## config.mk

```make
export PLATFORM = sky130hd
export DESIGN_NAME = pu_flow_pd_clr_ctl
export DESIGN_NICKNAME = d
export VERILOG_FILES = /design/src/rtl/pu_flow_pd_clr_ctl.sv
export SDC_FILE = /design/constraint.sdc
export NUM_CORES = 1
export LEC_CHECK = 0
export ABC_AREA = 1
export CORE_AREA = 4 4 84 86
export CTS_BUF_LIST = sky130_fd_sc_hd__clkbuf_8
export CTS_CLUSTER_DIAMETER = 30
export DETAILED_ROUTE_END_ITERATION = 6
export DIE_AREA = 0 0 88 90
export PLACE_DENSITY = 0.87
export SLEW_MARGIN = 20
export SYNTH_ARGS = -nofsm -noshare
export SYNTH_HDL_FRONTEND = slang
export SYNTH_SLANG_ARGS = --single-unit
```

## constraint.sdc

```tcl
create_clock -name clk -period 3.9 [get_ports clk]
set_input_delay 0.975 -clock clk [delete_from_list [all_inputs] [get_ports clk]]
set_output_delay 0.975 -clock clk [all_outputs]
set_load 0.02 [all_outputs]
```

## src/rtl/pu_flow_pd_clr_ctl.sv

```systemverilog
// Flow PD clear controller: zeroes a flow's PD words on free/alloc,
// sharing the RAM write port with the PU write arbiter.
//
// Ports:
//   clk, rst_n                 clock, async active-low reset
//   clr_req/clr_fid/clr_ready  clear request handshake (fid queue)
//   clr_done/clr_done_fid      one-cycle completion pulse with its fid
//   busy/busy_fid              activity flag and fid being cleared
//   pu_wr_req/pu_wr_hold       PU write present / PU write must stall
//   cl_wr/cl_waddr/cl_wdata    clear write strobe, address, zero data

`ifndef FID_NBITS
`define FID_NBITS 8
`endif
`ifndef FLOW_PD_NBITS
`define FLOW_PD_NBITS 5
`endif
`ifndef PU_WIDTH_NBITS
`define PU_WIDTH_NBITS 64
`endif

module pu_flow_pd_clr_ctl #(
  parameter int FID_NBITS    = `FID_NBITS,
  parameter int WORD_NBITS   = `FLOW_PD_NBITS-2,
  parameter int WIDTH_NBITS  = `PU_WIDTH_NBITS,
  parameter int QDEPTH_NBITS = 2,
  parameter int STARVE_LIMIT = 8
) (
  input  logic                            clk,
  input  logic                            rst_n,
  input  logic                            clr_req,
  input  logic [FID_NBITS-1:0]            clr_fid,
  output logic                            clr_ready,
  output logic                            clr_done,
  output logic [FID_NBITS-1:0]            clr_done_fid,
  output logic                            busy,
  output logic [FID_NBITS-1:0]            busy_fid,
  input  logic                            pu_wr_req,
  output logic                            pu_wr_hold,
  output logic                            cl_wr,
  output logic [FID_NBITS+WORD_NBITS-1:0] cl_waddr,
  output logic [WIDTH_NBITS-1:0]          cl_wdata
);

  localparam int QD = 1 << QDEPTH_NBITS;
  localparam int SW = $clog2(STARVE_LIMIT + 1);

  localparam logic [QDEPTH_NBITS:0] CNT_ONE  = 1;
  localparam logic [QDEPTH_NBITS:0] CNT_FULL =
    {1'b1, {QDEPTH_NBITS{1'b0}}};
  localparam logic [QDEPTH_NBITS-1:0] PTR_ONE = 1;
  localparam logic [WORD_NBITS-1:0] WORD_ONE = 1;
  localparam logic [SW-1:0] STV_ONE = 1;
  localparam logic [SW-1:0] STV_LIM = SW'(STARVE_LIMIT);

  typedef enum logic [1:0] {
    IDLE  = 2'd0,
    CLEAR = 2'd1,
    DONE  = 2'd2
  } state_t;

  state_t state_q, state_nxt;

  logic [FID_NBITS-1:0]    q_mem [QD];
  logic [QDEPTH_NBITS-1:0] q_wp, q_rp;
  logic [QDEPTH_NBITS:0]   q_cnt_q, q_cnt_nxt;
  logic                    q_full, q_empty;
  logic                    push, pop;

  logic [FID_NBITS-1:0]  cur_fid_q;
  logic [WORD_NBITS-1:0] word_cnt_q;
  logic [SW-1:0]         starve_q;
  logic                  busy_q;
  logic                  yield;
  logic                  last_word;

  assign q_full    = (q_cnt_q == CNT_FULL);
  assign q_empty   = (q_cnt_q == '0);
  assign clr_ready = ~q_full;
  assign push      = clr_req & ~q_full;
  assign pop       = (state_q == IDLE) & ~q_empty;

  // PU write wins until the clear has yielded STV_LIM times in a row
  assign yield     = pu_wr_req & (starve_q < STV_LIM);
  assign last_word = &word_cnt_q;

  assign busy     = busy_q;
  assign cl_waddr = {busy_fid, word_cnt_q};
  assign cl_wdata = '0;

  always_comb begin
    q_cnt_nxt = q_cnt_q;
    if (push && !pop)
      q_cnt_nxt = q_cnt_q + CNT_ONE;
    else if (!push && pop)
      q_cnt_nxt = q_cnt_q - CNT_ONE;
  end

  always_ff @(posedge clk) begin
    if (push)
      q_mem[q_wp] <= clr_fid;
  end

  always_ff @(posedge clk or negedge rst_n) begin
    if (!rst_n) begin
      q_wp    <= '0;
      q_rp    <= '0;
      q_cnt_q <= '0;
    end else begin
      if (push)
        q_wp <= q_wp + PTR_ONE;
      if (pop)
        q_rp <= q_rp + PTR_ONE;
      q_cnt_q <= q_cnt_nxt;
    end
  end

  always_ff @(posedge clk or negedge rst_n) begin
    if (!rst_n)
      state_q <= IDLE;
    else
      state_q <= state_nxt;
  end

  always_comb begin
    state_nxt = state_q;
    unique case (state_q)
      IDLE:    if (!q_empty) state_nxt = CLEAR;
      CLEAR:   if (cl_wr && last_word) state_nxt = DONE;
      DONE:    state_nxt = IDLE;
      default: state_nxt = IDLE;
    endcase
  end

  always_comb begin
    cl_wr        = 1'b0;
    pu_wr_hold   = 1'b0;
    clr_done     = 1'b0;
    clr_done_fid = '0;
    busy_fid     = '0;
    unique case (state_q)
      CLEAR: begin
        busy_fid   = cur_fid_q;
        cl_wr      = ~yield;
        pu_wr_hold = ~yield & pu_wr_req;
      end
      DONE: begin
        busy_fid     = cur_fid_q;
        clr_done     = 1'b1;
        clr_done_fid = cur_fid_q;
      end
      default: ;
    endcase
  end

  always_ff @(posedge clk or negedge rst_n) begin
    if (!rst_n) begin
      cur_fid_q  <= '0;
      word_cnt_q <= '0;
      starve_q   <= '0;
    end else if (pop) begin
      cur_fid_q  <= q_mem[q_rp];
      word_cnt_q <= '0;
      starve_q   <= '0;
    end else if (state_q == CLEAR) begin
      if (cl_wr) begin
        word_cnt_q <= word_cnt_q + WORD_ONE;
        starve_q   <= '0;
      end else begin
        starve_q <= starve_q + STV_ONE;
      end
    end
  end

  always_ff @(posedge clk or negedge rst_n) begin
    if (!rst_n)
      busy_q <= 1'b0;
    else
      busy_q <= (q_cnt_nxt != '0) || (state_nxt != IDLE);
  end

endmodule

```

==> results.md <==
* Initial Utilization at 0.506
* Non-filler instance count after layout at between 400 and 500
* Placed Area at ~3400 um^2
* Arr. time, crit path at approximately 2300 ps
* Most common cell in the netlist: buf_4
* Worst slew margin at 0.464
* Family with the most delay on the worst path: buffers and inverters
* Gate power share at 0.436
* Count of input and output buffers at 43
* Post-Syn Area at approximately 3200 um^2
* Internal at roughly 1700 uW
* Worst slew pin tran at roughly 800 ps
* Final slew viol count at 0
* #FFs+latches synth at 57
* GPL Wtd Cong at slightly above 0.7
* Antenna violations before repair at 0
* Top_reg_cell synth: edfxtp_1
* Vias per Instance at about 4.6
* Pwr Density at 802 nW/um^2
* Synthesized area per cell at around 9.4 um^2
* Total core area at roughly 6300 um^2
* Placed Cells incl. Taps at between 400 and 500
* Period utilization at 0.841
* Worst Path Required at 2920 ps
* First-pass GRT wire length at about 9.6 mm
* Die Y at roughly 90 um
* DRC at 0
* Total congestion overflow at 0
* CTS Sinks at 57
* Dominant cell type by area after synthesis: edfxtp_1
* Synthesized instance count at 338
* CP Max Fanout at 3
* CTS Hold Bufs at 0
* Top-area cell type share of the netlist area at 0.302
* WL/cell at ~13 um
* Total Wirelength at between 5 and 6 mm
* Switching power of the nets at around 1200 uW
* Fillers at approximately 510
* Worst path bufs/invs at 3
* CTS resizes at 0
* Rows at 29
* Die ar. at around 7900 um^2
* Clock power frac at 0.229
* # H-tree levels at 3
* Post-synth ARST share at 0.439
* Sequential element share of the synthesized area at 0.499
* Yosys cell types at 25
* I/O pin cnt at ~110
* Top cells by area, synth: edfxtp_1, dfrtp_1, buf_4
* VDD IR max at 0.000561 V
* Power share of the sequential group at 0.336
* CTS tree: built
* Root buffer cell: clkbuf_8
* EDFF count, synth at 32
* Hold Vio Cnt, Final at 0
* CTS clock-pin slew for the worst setup and hold paths at 60 ps
* Sw Ratio at 0.407
* Nature of the critical path endpoint: output port
* Layout cell share with drive strength beyond 1 at 0.0840
* Crit-path max cell delay at between 600 and 700 ps
* Critical-path cell list: clkdlybuf4s50_1 > nand2_1 > nand2_1 > inv_1 > clkdlybuf4s50_1
* Hold crit path type: reg -> reg
* Minimum clock period at roughly 3300 ps
* Crit-path slowest cell: clkdlybuf4s50_1
* Clk_skew at between 5 and 6 ps
* Pre-antenna DRT Iters at 5
* Maximum number of pins on one net before global-route repair at 26
* P&R area growth vs syn at 13.5%
* CTS Buffer Depth at 2
* Clock latency on the worst-skew pair at roughly 340 ps
* Num CTS Buffers at 9
* Max Cap Violations at 0
* Die width at between 80 and 90 um
* Design Area, Final at around 3600 um^2
* Remaining antenna violation count after routing at 0
* Ant diodes at 0
* Max Fclk at roughly 300 MHz
* Leak at between 0.0015 and 0.002 uW
* Final net count at approximately 400
* GRT Resource Usage Total at 0.157
* Setup Fix Bufs, Post-CTS at 0
* Crit path kind: in -> out
* HPWL after DPL at between 4 and 5 mm
* Synth warn at 0
* Vias after detailed routing at roughly 2100
* Sum of negative setup slack at 0 ps
* Outcome: finished, final reports clean
* Vias in the first global route at ~2100
* Top cells by count, synth: buf_4, nor2_1, nand2_1
* DRT iter0 DRCs at around 100
* Utilization after layout at 0.575
* Nature of the critical path startpoint: input port
* RSZ-0062 raised after global routing: no
* Final Setup Violations at 0
-- cells in the final DEF, fill, tap and decap left out, types with 9 or more instances in the layout --
cell / synthesis / routed
nor2_1: 49 / 49
o21ai_0: 17 / 17
clkbuf_8: 0 / 9
clkdlybuf4s50_1: 0 / 42
edfxtp_1: 32 / 32
inv_1: 31 / 31
dfrtp_1: 25 / 25
conb_1: 1 / 64
nand3_1: 15 / 15
nand2_1: 39 / 39
ha_1: 13 / 13
-- state kept, by name, indices dropped and copies added (netlist names) --
register    count
state_q         2
cur_fid_q       8
busy            1
q_cnt_q         3
q_mem          32
q_rp            2
word_cnt_q      3
starve_q        4
q_wp            2
-- power groups by stage --
stage | clock network, uW | registers (uW) | logic, uW
after detailed placement | 0 | 981 | 1260
after global placement | 0 | 972 | 1200
final | 662 | 971 | 1260
after floorplan | 0 | 924 | 981
after global routing | 696 | 994 | 1390
after CTS | 670 | 969 | 1270
-- through the flow --
stage | setup slack [ps] | hold slack, ps | power [uW]
finish | 619 | 517 | 2890
global route | 541 | 542 | 3080
CTS | 616 | 514 | 2910
detailed placement | 622 | 500 | 2240
global placement | 655 | 488 | 2180
floorplan | 1620 | 472 | 1900
-- logic make-up (layout without fill, tap and decap cells) --
family          count (synthesis)  after routing  share of synthesized area
compound gates                 33             33                     0.0606
buf+inv                       115             95                      0.222
xor+xnor                        4              4                     0.0110
other cells                     1             64                    0.00118
fa+ha+maj                      13             13                     0.0512
simple gates                  115            115                      0.155
flops                          57             57                      0.499
-- path summary, 6_finish.rpt --
kind / cells past startpoint / slack (ps) / endpoint / from
setup / recovery: 5 / 620 / cl_wr / pu_wr_req
hold / removal: 1 / 520 / starve_q[0] / starve_q[0]
setup reg to reg: 5 / 1930 / q_mem[1][3] / q_cnt_q[0]
hold reg to reg: 1 / 520 / starve_q[0] / starve_q[0]
max in group asynchronous: 1 / 2900 / cur_fid_q[0] / rst_n
min in group asynchronous: 1 / 620 / busy / rst_n
-- area by class of cell --
| cell class | instances | area (um^2) | area share |
|---|---|---|---|
| well taps | 77 | 96.3 | 0.0267 |
| clock buffers | 9 | 124 | 0.0343 |
| flip-flops and latches | 57 | 1590 | 0.440 |
| repair buffers | 43 | 425 | 0.118 |
| multi-input cells | 229 | 1120 | 0.311 |
| inverters | 36 | 135 | 0.0374 |
| clock inverters | 7 | 119 | 0.0329 |
-- routing by layer --
metal | wire length (um) | vias up | share of wire | track usage
met5 | 0 | - | 0 | 0
met4 | 119 | 0 | 0.020 | 0.0563
met3 | 544 | 16 | 0.091 | 0.0530
met2 | 3050 | 98 | 0.51 | 0.282
met1 | 2260 | 982 | 0.38 | 0.167
li1 | - | 1024 | - | -
No activity file was read; power rests on OpenSTA's default activity.
